`config.mk`:
```
export PLATFORM = sky130hd
export DESIGN_NAME = morse_keyer
export DESIGN_NICKNAME = d
export VERILOG_FILES = /design/src/rtl/morse_pkg.sv /design/src/rtl/ascii_to_sequence.sv /design/src/rtl/morse_keyer.sv
export SDC_FILE = /design/constraint.sdc
export NUM_CORES = 1
export LEC_CHECK = 0
export CAP_MARGIN = 20
export CELL_PAD_IN_SITES_DETAIL_PLACEMENT = 1
export CELL_PAD_IN_SITES_GLOBAL_PLACEMENT = 2
export CORE_MARGIN = 2
export CORE_UTILIZATION = 37
export CTS_BUF_LIST = sky130_fd_sc_hd__clkbuf_8
export DETAILED_ROUTE_END_ITERATION = 16
export PLACE_DENSITY = 0.95
export SYNTH_ARGS = -nofsm -noshare
export SYNTH_HDL_FRONTEND = slang
export SYNTH_SLANG_ARGS = --single-unit
```
`constraint.sdc`:
```
create_clock -name clk -period 6.6 [get_ports clk]
set_clock_uncertainty 0.2 [all_clocks]
set_input_delay 1.32 -clock clk [delete_from_list [all_inputs] [get_ports clk]]
set_output_delay 1.32 -clock clk [all_outputs]
set_load 0.02 [all_outputs]
```
`src/rtl/morse_pkg.sv`:
```
// morse_pkg: shared Morse symbol constants, timing multipliers and keyer states
package morse_pkg;
  localparam logic [1:0] SYM_DOT = 2'b00;
  localparam logic [1:0] SYM_DASH = 2'b01;
  localparam logic [1:0] SYM_EMPTY = 2'b11;
  localparam logic [9:0] SEQ_EMPTY = 10'h3FF;
  localparam int DOT_UNITS = 1;
  localparam int DASH_UNITS = 3;
  localparam int SYM_GAP_UNITS = 1;
  localparam int CHAR_GAP_UNITS = 3;
  typedef enum logic [2:0] {IDLE, ENCODE, KEY, GAP, DONE} state_e;
  function automatic logic [1:0] char_of(input logic [3:0] p);
    return p >= 4'd10 ? 2'd2 : p >= 4'd5 ? 2'd1 : 2'd0;
  endfunction
endpackage

```
`src/rtl/ascii_to_sequence.sv`:
```
// ascii_to_sequence: combinational ASCII byte to 10-bit Morse sequence with unsupported flag
module ascii_to_sequence
  import morse_pkg::*;
(
  input  logic [7:0] ascii,
  output logic [9:0] seq,
  output logic       unsupported
);
  logic [7:0] up;
  assign up = (ascii >= 8'h61 && ascii <= 8'h7A) ? ascii - 8'h20 : ascii;
  assign unsupported = seq == SEQ_EMPTY && ascii != 8'h00;
  always_comb begin
    case (up)
      "A": seq = 10'b0001111111;
      "B": seq = 10'b0100000011;
      "C": seq = 10'b0100010011;
      "D": seq = 10'b0100001111;
      "E": seq = 10'b0011111111;
      "F": seq = 10'b0000010011;
      "G": seq = 10'b0101001111;
      "H": seq = 10'b0000000011;
      "I": seq = 10'b0000111111;
      "J": seq = 10'b0001010111;
      "K": seq = 10'b0100011111;
      "L": seq = 10'b0001000011;
      "M": seq = 10'b0101111111;
      "N": seq = 10'b0100111111;
      "O": seq = 10'b0101011111;
      "P": seq = 10'b0001010011;
      "Q": seq = 10'b0101000111;
      "R": seq = 10'b0001001111;
      "S": seq = 10'b0000001111;
      "T": seq = 10'b0111111111;
      "U": seq = 10'b0000011111;
      "V": seq = 10'b0000000111;
      "W": seq = 10'b0001011111;
      "X": seq = 10'b0100000111;
      "Y": seq = 10'b0100010111;
      "Z": seq = 10'b0101000011;
      "0": seq = 10'b0101010101;
      "1": seq = 10'b0001010101;
      "2": seq = 10'b0000010101;
      "3": seq = 10'b0000000101;
      "4": seq = 10'b0000000001;
      "5": seq = 10'b0000000000;
      "6": seq = 10'b0100000000;
      "7": seq = 10'b0101000000;
      "8": seq = 10'b0101010000;
      "9": seq = 10'b0101010100;
      default: seq = SEQ_EMPTY;
    endcase
  end
endmodule

```
`src/rtl/morse_keyer.sv`:
```
// morse_keyer: encodes three ASCII characters and keys them out with Morse timing
module morse_keyer
  import morse_pkg::*;
#(
  parameter int UNIT_CYCLES = 25_000_000
) (
  input  logic        clk,
  input  logic        rst,
  input  logic [23:0] characters,
  input  logic        load,
  output logic        ready,
  output logic        busy,
  output logic        key_out,
  output logic [29:0] sequences,
  output logic        done,
  output logic        invalid
);
  localparam int CW = $clog2(3 * UNIT_CYCLES);
  localparam logic [CW-1:0] DOT_LEN = CW'(DOT_UNITS * UNIT_CYCLES - 1);
  localparam logic [CW-1:0] DASH_LEN = CW'(DASH_UNITS * UNIT_CYCLES - 1);
  localparam logic [CW-1:0] SGAP_LEN = CW'(SYM_GAP_UNITS * UNIT_CYCLES - 1);
  localparam logic [CW-1:0] CGAP_LEN = CW'(CHAR_GAP_UNITS * UNIT_CYCLES - 1);
  state_e state_q, state_d;
  logic [CW-1:0] cnt_q, cnt_d, sym_len, gap_len;
  logic [3:0] pos_q, pos_d, nxt, start;
  logic [29:0] seq_q, seq_d, enc;
  logic [2:0] bad;
  logic inv_q, inv_d, key_q, key_d, found;
  logic [1:0] syms [15];
  for (genvar i = 0; i < 3; i++) begin : g_enc
    ascii_to_sequence u_enc (
      .ascii      (characters[23-8*i -: 8]),
      .seq        (enc[29-10*i -: 10]),
      .unsupported(bad[2-i])
    );
  end
  for (genvar i = 0; i < 15; i++) begin : g_sym
    assign syms[i] = seq_q[29-2*i -: 2];
  end
  always_comb begin
    start = state_q == ENCODE ? 4'd0 : pos_q + 4'd1;
    nxt = 4'd0;
    found = 1'b0;
    for (int j = 14; j >= 0; j--) begin
      if (4'(j) >= start && syms[j] != SYM_EMPTY) begin
        nxt = 4'(j);
        found = 1'b1;
      end
    end
    sym_len = syms[nxt] == SYM_DASH ? DASH_LEN : DOT_LEN;
    gap_len = char_of(nxt) == char_of(pos_q) ? SGAP_LEN : CGAP_LEN;
  end
  always_comb begin
    state_d = state_q;
    cnt_d = cnt_q;
    pos_d = pos_q;
    seq_d = seq_q;
    inv_d = inv_q;
    case (state_q)
      IDLE, DONE: begin
        state_d = load ? ENCODE : IDLE;
        seq_d = load ? enc : seq_q;
        inv_d = load ? |bad : inv_q;
      end
      ENCODE: begin
        state_d = found ? KEY : DONE;
        pos_d = nxt;
        cnt_d = sym_len;
      end
      KEY: begin
        state_d = cnt_q != '0 ? KEY : found ? GAP : DONE;
        cnt_d = cnt_q != '0 ? cnt_q - 1'b1 : gap_len;
      end
      GAP: begin
        state_d = cnt_q != '0 ? GAP : KEY;
        cnt_d = cnt_q != '0 ? cnt_q - 1'b1 : sym_len;
        pos_d = cnt_q != '0 ? pos_q : nxt;
      end
      default: state_d = IDLE;
    endcase
    key_d = state_d == KEY;
  end
  always_ff @(posedge clk) begin
    if (rst) begin
      state_q <= IDLE;
      cnt_q <= '0;
      pos_q <= '0;
      seq_q <= '1;
      inv_q <= 1'b0;
      key_q <= 1'b0;
    end else begin
      state_q <= state_d;
      cnt_q <= cnt_d;
      pos_q <= pos_d;
      seq_q <= seq_d;
      inv_q <= inv_d;
      key_q <= key_d;
    end
  end
  assign busy = state_q == ENCODE || state_q == KEY || state_q == GAP;
  assign ready = ~busy;
  assign done = state_q == DONE;
  assign key_out = key_q;
  assign sequences = seq_q;
  assign invalid = inv_q;
endmodule

```
**After elaboration in Yosys (flattened, before gate mapping)**

Memory sizes are Yosys's and may differ from the RTL's.
Index checks and enable logic that the tools add are counted.

- Flip-flop bits (word level): 66
- Bits in latches: 0
- RAM bits: 0
- ROM bits: 3840
- Word-level logic and storage cells: 159
- Memories kept: 3

Memories:

| memory | words | width | read ports | clocked after memory_dff | write ports | line | RTL |
|---|---|---|---|---|---|---|---|
| (no name shown) | 128 | 10 | 1 | 0 | 0 | ascii_to_sequence.sv:13 | `case (up)` |
| (no name shown) | 128 | 10 | 1 | 0 | 0 | ascii_to_sequence.sv:13 |  |
| (no name shown) | 128 | 10 | 1 | 0 | 0 | ascii_to_sequence.sv:13 |  |

- Add/subtract/negate cells: 5
- $mul: 0
- Divide/modulo/power cells: 0
- Magnitude comparators: 26
- Eq/ne operators: 26
- Shift operators: 0
- Muxes and demuxes: 57
- Bitwise logic cells: 2
- Reduce and logical (&&, ||, !) cells: 34

Operators by type and width:

| operator | number |
|---|---|
| $mux W27 | 4 |
| $pmux W27 S3 | 1 |
| $mux W4 | 17 |
| $ne A2 B2 Y1 const B | 16 |
| $eq A10 B10 Y1 const B | 3 |
| $mux W10 | 3 |
| $ge A4 B4 Y1 const A | 7 |
| $reduce_bool A27 Y1 | 1 |
| $sub A27 B1 Y27 const B | 1 |
| $ge A8 B7 Y1 const B | 3 |
| $le A8 B7 Y1 const B | 3 |
| $mux W8 | 3 |
| $reduce_bool A8 Y1 | 3 |
| $sub A8 B6 Y8 const B | 3 |
| $logic_and A1 B1 Y1 | 21 |
| $mux W1 | 19 |
| $ge A3 B4 Y1 const A | 4 |
| $pmux W3 S4 | 1 |
| $eq A3 B2 Y1 const B | 3 |
| $mux W3 | 3 |
| $bmux W2 S4 | 1 |
| $ge A1 B4 Y1 const A | 2 |
| $ge A2 B4 Y1 const A | 2 |
| $ge A4 B3 Y1 const B | 2 |
| other kinds (18) | 24 |

**Longest topological paths before layout**

- Word-level depth: 27
- Gate-level depth with buffers: 15

**Modules after synthesis**

A second synthesis with hierarchy kept.

- Cells, all modules: 851
- Area, all modules: 6413.7 um^2

By module, submodules not included:

| module | times used | cells an instance | area each (um^2) | seq. area each (um^2) |
|---|---|---|---|---|
| morse_keyer | 1 | 509 | 4022.6 | 1321.3 |
| ascii_to_sequence (g_enc[1].u_enc ...) | 2 | 110 | 768.2 | 0.0 |
| ascii_to_sequence (g_enc[0].u_enc) | 1 | 122 | 854.6 | 0.0 |

**Worst setup path after synthesis**

OpenSTA, ideal clock, no wires.

- Kind: input to register
- From: in characters[0]
- To: reg seq_q[4], in the netlist sequences[4]
- Setup time: 120 ps
- Arrival time: 3540 ps
- Slack: 2740 ps
- Stages: 12
- Cell sequence: inv_1 ha_1 inv_1 or4_1 o221a_2 a31o_2 nand2b_1 nor2_1 a21oi_1 nor2b_1 nor2_1 a211o_1

- Word-level cells in the longest chain between the ends: 5

Ends and longest elaborated chain:

| element | line | RTL |
|---|---|---|
| from (decl) | morse_keyer.sv:9 | `input logic [23:0] characters,` |
| $ge A8 B7 Y1 / $le A8 B7 Y1 (equally long branches) | ascii_to_sequence.sv:10 | `assign up = (ascii >= 8'h61 && ascii <= 8'h7A) ? ascii - 8'h20 : ascii;` |
| $logic_and A1 B1 Y1 | ascii_to_sequence.sv:10 |  |
| $mux W8 * | ascii_to_sequence.sv:10 |  |
| $mem_v2 Z128 W10 | n/a |  |
| $mux W10 * | ascii_to_sequence.sv:13 |  |
| to (signal assigned) | morse_keyer.sv:95 | `seq_q <= seq_d;` |
| to (decl) | morse_keyer.sv:26 | `logic [29:0] seq_q, seq_d, enc;` |

Mark *: on every way between the ends. The rest lies on a longest branch, timed or not.
A chain may end at the register's enable or synchronous reset.

**Worst setup path in the final report**

- From: reg pos_q[0]
- To: reg cnt_q[12]

- Word-level cells in the longest chain between the ends: 27

Ends and longest elaborated chain:

| element | line | RTL |
|---|---|---|
| from (decl) | morse_keyer.sv:25 | `logic [3:0] pos_q, pos_d, nxt, start;` |
| from (signal assigned) | morse_keyer.sv:94 | `pos_q <= pos_d;` |
| $add A4 B1 Y4 | morse_keyer.sv:41 | `start = state_q == ENCODE ? 4'd0 : pos_q + 4'd1;` |
| $mux W4 | morse_keyer.sv:41 |  |
| $ge A4 B4 Y1 | morse_keyer.sv:45 | `if (4'(j) >= start && syms[j] != SYM_EMPTY) begin` |
| $logic_and A1 B1 Y1 | morse_keyer.sv:45 |  |
| $mux W4 (15 in series) | morse_keyer.sv:45 |  |
| $not A4 Y5 (implied by the code) | morse_keyer.sv:50 | `sym_len = syms[nxt] == SYM_DASH ? DASH_LEN : DOT_LEN;` |
| $bmux W2 S4 | morse_keyer.sv:50 |  |
| $mux W2 (implied by the code) (2 in series) | morse_keyer.sv:50 |  |
| $eq A2 B1 Y1 | morse_keyer.sv:50 |  |
| $mux W27 | morse_keyer.sv:50 |  |
| $mux W27 | morse_keyer.sv:76 | `cnt_d = cnt_q != '0 ? cnt_q - 1'b1 : sym_len;` |
| $pmux W27 S3 * | morse_keyer.sv:59 | `case (state_q)` |
| to (signal assigned) | morse_keyer.sv:93 | `cnt_q <= cnt_d;` |
| to (decl) | morse_keyer.sv:24 | `logic [CW-1:0] cnt_q, cnt_d, sym_len, gap_len;` |

Mark *: on every way between the ends. The rest lies on a longest branch, timed or not. The select of a mux whose other input is x is not followed.

==> impl_metrics.json <==
{
  "status": "completed",
  "path_max_fanout": 10,
  "grt_first_pass_wirelength_um": 30300,
  "hold_viol_final": 0,
  "grt_pass1_vias": 5934,
  "rr_endpoint": "cnt_q[12]",
  "drtIter0Drc": 375,
  "routed_wl_um": 18400,
  "num_vias": 6196,
  "wl_per_cell_um": 17.3,
  "end_kind": "flip-flop",
  "synth_area_per_cell_um2": 7.18,
  "clock_sinks": 66,
  "holdPathEnd": "cnt_q[0]",
  "startpoint_type": "flip-flop",
  "cts_buffers": 9,
  "p_leak_nw": 2.61,
  "die_x_um": 130,
  "syn-instance-count": 819,
  "wl_met1_um": 8850,
  "grt-ovfl-total": 0,
  "synth-seq-area-share_pct": 22.5,
  "min_from": "cnt_q[0]",
  "gr-usage-all-layers_pct": 22.2,
  "finalSetupViolCount": 0,
  "root_buffer": "clkbuf_8",
  "critPathMaxStageDelay_ns": 0.57,
  "ant_nets": 0,
  "cp_data_arrival_time_ns": 4.62,
  "hold_path_class": "flip-flop to flip-flop",
  "final_common_cell": "nor2_1",
  "wl_met3_um": 705,
  "max_cap_viol_count": 0,
  "synth.net_count": 873,
  "async_flop_share_pct": 0,
  "insertion_delay_ns": 0.37,
  "drive_above_1_share_pct": 6.02,
  "num_rows": 46,
  "coreArea_um2": 15700,
  "ys_types": 90,
  "synth_edf_count": 0,
  "peakVddDrop_v": 0.0000897,
  "fin_crit_ns": 4.55,
  "crit_required_ns": 6.68,
  "reg2reg_depth": 13,
  "dr.pass1.iters": 5,
  "htreeDepth": 3,
  "gp_congestion": 0.927,
  "cts_resized": 0,
  "cp_num_buf_inv": 1,
  "io_buffers": 61,
  "holdBufCountCts": 0,
  "initial_core_util_pct": 37.5,
  "hpwlAfterDp_um": 13900,
  "cts_tree": "done",
  "min_period_over_period_pct": 68.9,
  "slowest_stage": "dfxtp_1",
  "met2WireLength_um": 8670,
  "rsz0062_at_grt": "false",
  "synthFlopType": "dfxtp_1",
  "io-pin-count": 62,
  "final_nets": 896,
  "critPathTopFamily": "compound AO/OA/AOI/OAI gates",
  "min_path_cells": 1,
  "crit_path_cell_trace": "inv_1, ha_1, and2b_1, a32o_1, a32oi_1, a311o_2, a21oi_4, or2_0, mux2i_1, o2bb2ai_2, nor3_4, nor3_2, o41ai_2",
  "area_growth_pct": 15.1,
  "clock.fmax_ghz": 0.220,
  "finalSetupTns_ns": 0,
  "final_cell_mix": "117 x nor2_1, 79 x a21oi_1, 66 x dfxtp_1, 63 x o21ai_0, 60 x clkdlybuf4s50_1",
  "post_synth_instance_area_um2": 5880,
  "rrSetupSlack_ns": 2.05,
  "die-height_um": 130,
  "worst_slew_pin_slew_ns": 0.982,
  "yosysWarnings": 0,
  "synth_seq_cells": 66,
  "clk_pin_slew_ns": 0.08,
  "clockBufferDepth": 2,
  "timing.rr.start": "pos_q[0]",
  "dieArea_um2": 16900,
  "maxSlewHeadroom_pct": 34.3,
  "drc": 0,
  "top_layer_used": "met4",
  "postCtsSetupBuffers": 0,
  "p_total_mw": 1.49,
  "worstSetupPathType": "flip-flop to flip-flop",
  "p_per_area_nw_per_um2": 220,
  "viasPerCell": 5.83,
  "antenna_found_initial": 0,
  "grt_max_degree": 60,
  "drv_slew": 0,
  "diodes": 0,
  "fillers": 1997
}
==> final cells by class <==
cell class / count / area (um^2) / area share, %
clock buffers: 9 / 124 / 1.83
clock inverters: 7 / 68.8 / 1.02
inverters: 38 / 143 / 2.11
multi-input cells: 662 / 4200 / 62.0
flip-flops and latches: 66 / 1320 / 19.5
well taps: 216 / 270 / 3.99
repair buffers: 65 / 648 / 9.57
==> worst max-delay path by stage <==
stage	endpoint	slack [ns]	cells past startpoint	start
4_1_cts	invalid	2.05	9	characters[2]
5_1_grt	cnt_q[12]	1.79	13	pos_q[0]
3_5_place_dp	invalid	1.66	9	characters[2]
6_report	cnt_q[12]	2.05	13	pos_q[0]
2_1_floorplan	sequences[4]	2.74	12	characters[0]
3_3_place_gp	invalid	1.74	9	characters[2]
==> state kept, by name (all words and copies together), names as in the netlist <==
register and count:
sequences 30, cnt_q 27, key_out 1, state_q 3, pos_q 4, invalid 1
==> per-layer routing <==
metal  global-route usage, %  vias to the layer above
met5                       0                        -
met4                    5.31                        0
met3                    2.54                       19
met2                    36.5                      116
met1                    31.1                     2998
li1                        -                     3063
==> cell usage after synthesis, types with 5 or more instances <==
cell,instances,area share [%]
nor3_1,23,2.0
a211o_1,33,4.9
and2_1,5,0.53
xnor2_1,9,1.3
nand2b_1,15,1.6
or2_2,7,0.74
nor2_1,117,7.5
a21o_1,5,0.64
nor2b_1,14,1.5
dfxtp_1,66,22
o22ai_1,6,0.64
o21ai_0,63,5.4
o211ai_1,7,0.89
a2111oi_0,5,0.74
a32oi_1,6,0.89
clkbuf_1,44,2.8
a21oi_1,79,6.7
a211oi_1,13,1.7
or3_1,10,1.1
o31ai_1,6,0.77
mux2i_1,9,1.5
nand3_1,13,1.1
nor4_1,11,1.2
ha_1,27,5.7
xor2_1,7,1.0
inv_1,37,2.4
nand3b_1,10,1.3
a31oi_1,9,0.96
nand2_1,59,3.8
==> cell families (layout without fill, tap and decap cells) <==
family	Yosys count	in the layout	share of synthesized area [%]
buffers and inverters	91	119	6.23
flip-flops	66	66	22.5
XOR/XNOR	18	18	3.13
AND/OR/NAND/NOR	313	313	26.4
multiplexers	9	9	1.53
AO/OA/AOI/OAI	295	295	34.5
adder cells (fa/ha/maj)	27	27	5.74
==> through the flow <==
| stage | setup WS (ns) | area (um^2) | hold slack, ns | std cells | util, % |
|---|---|---|---|---|---|
| finish | 2.05 | 6770 | 0.286 | 1063 | 43.1 |
| global route | 1.79 | 6770 | 0.332 | 1063 | 43.1 |
| CTS | 2.05 | 6750 | 0.289 | 1062 | 43.0 |
| detailed placement | 1.66 | 6560 | 0.278 | 1046 | 41.8 |
| global placement | 1.74 | 6560 | 0.270 | 1046 | 41.8 |
| floorplan | 2.74 | 5880 | 0.253 | 819 | - |
==> power breakdown <==
part | leakage (nW) | switching, mW | internal [mW]
combinational | 1.97 | 0.383 | 0.256
clock | 0.0954 | 0.171 | 0.173
sequential | 0.544 | 0.0618 | 0.443
(Power assumes the default switching activity.)
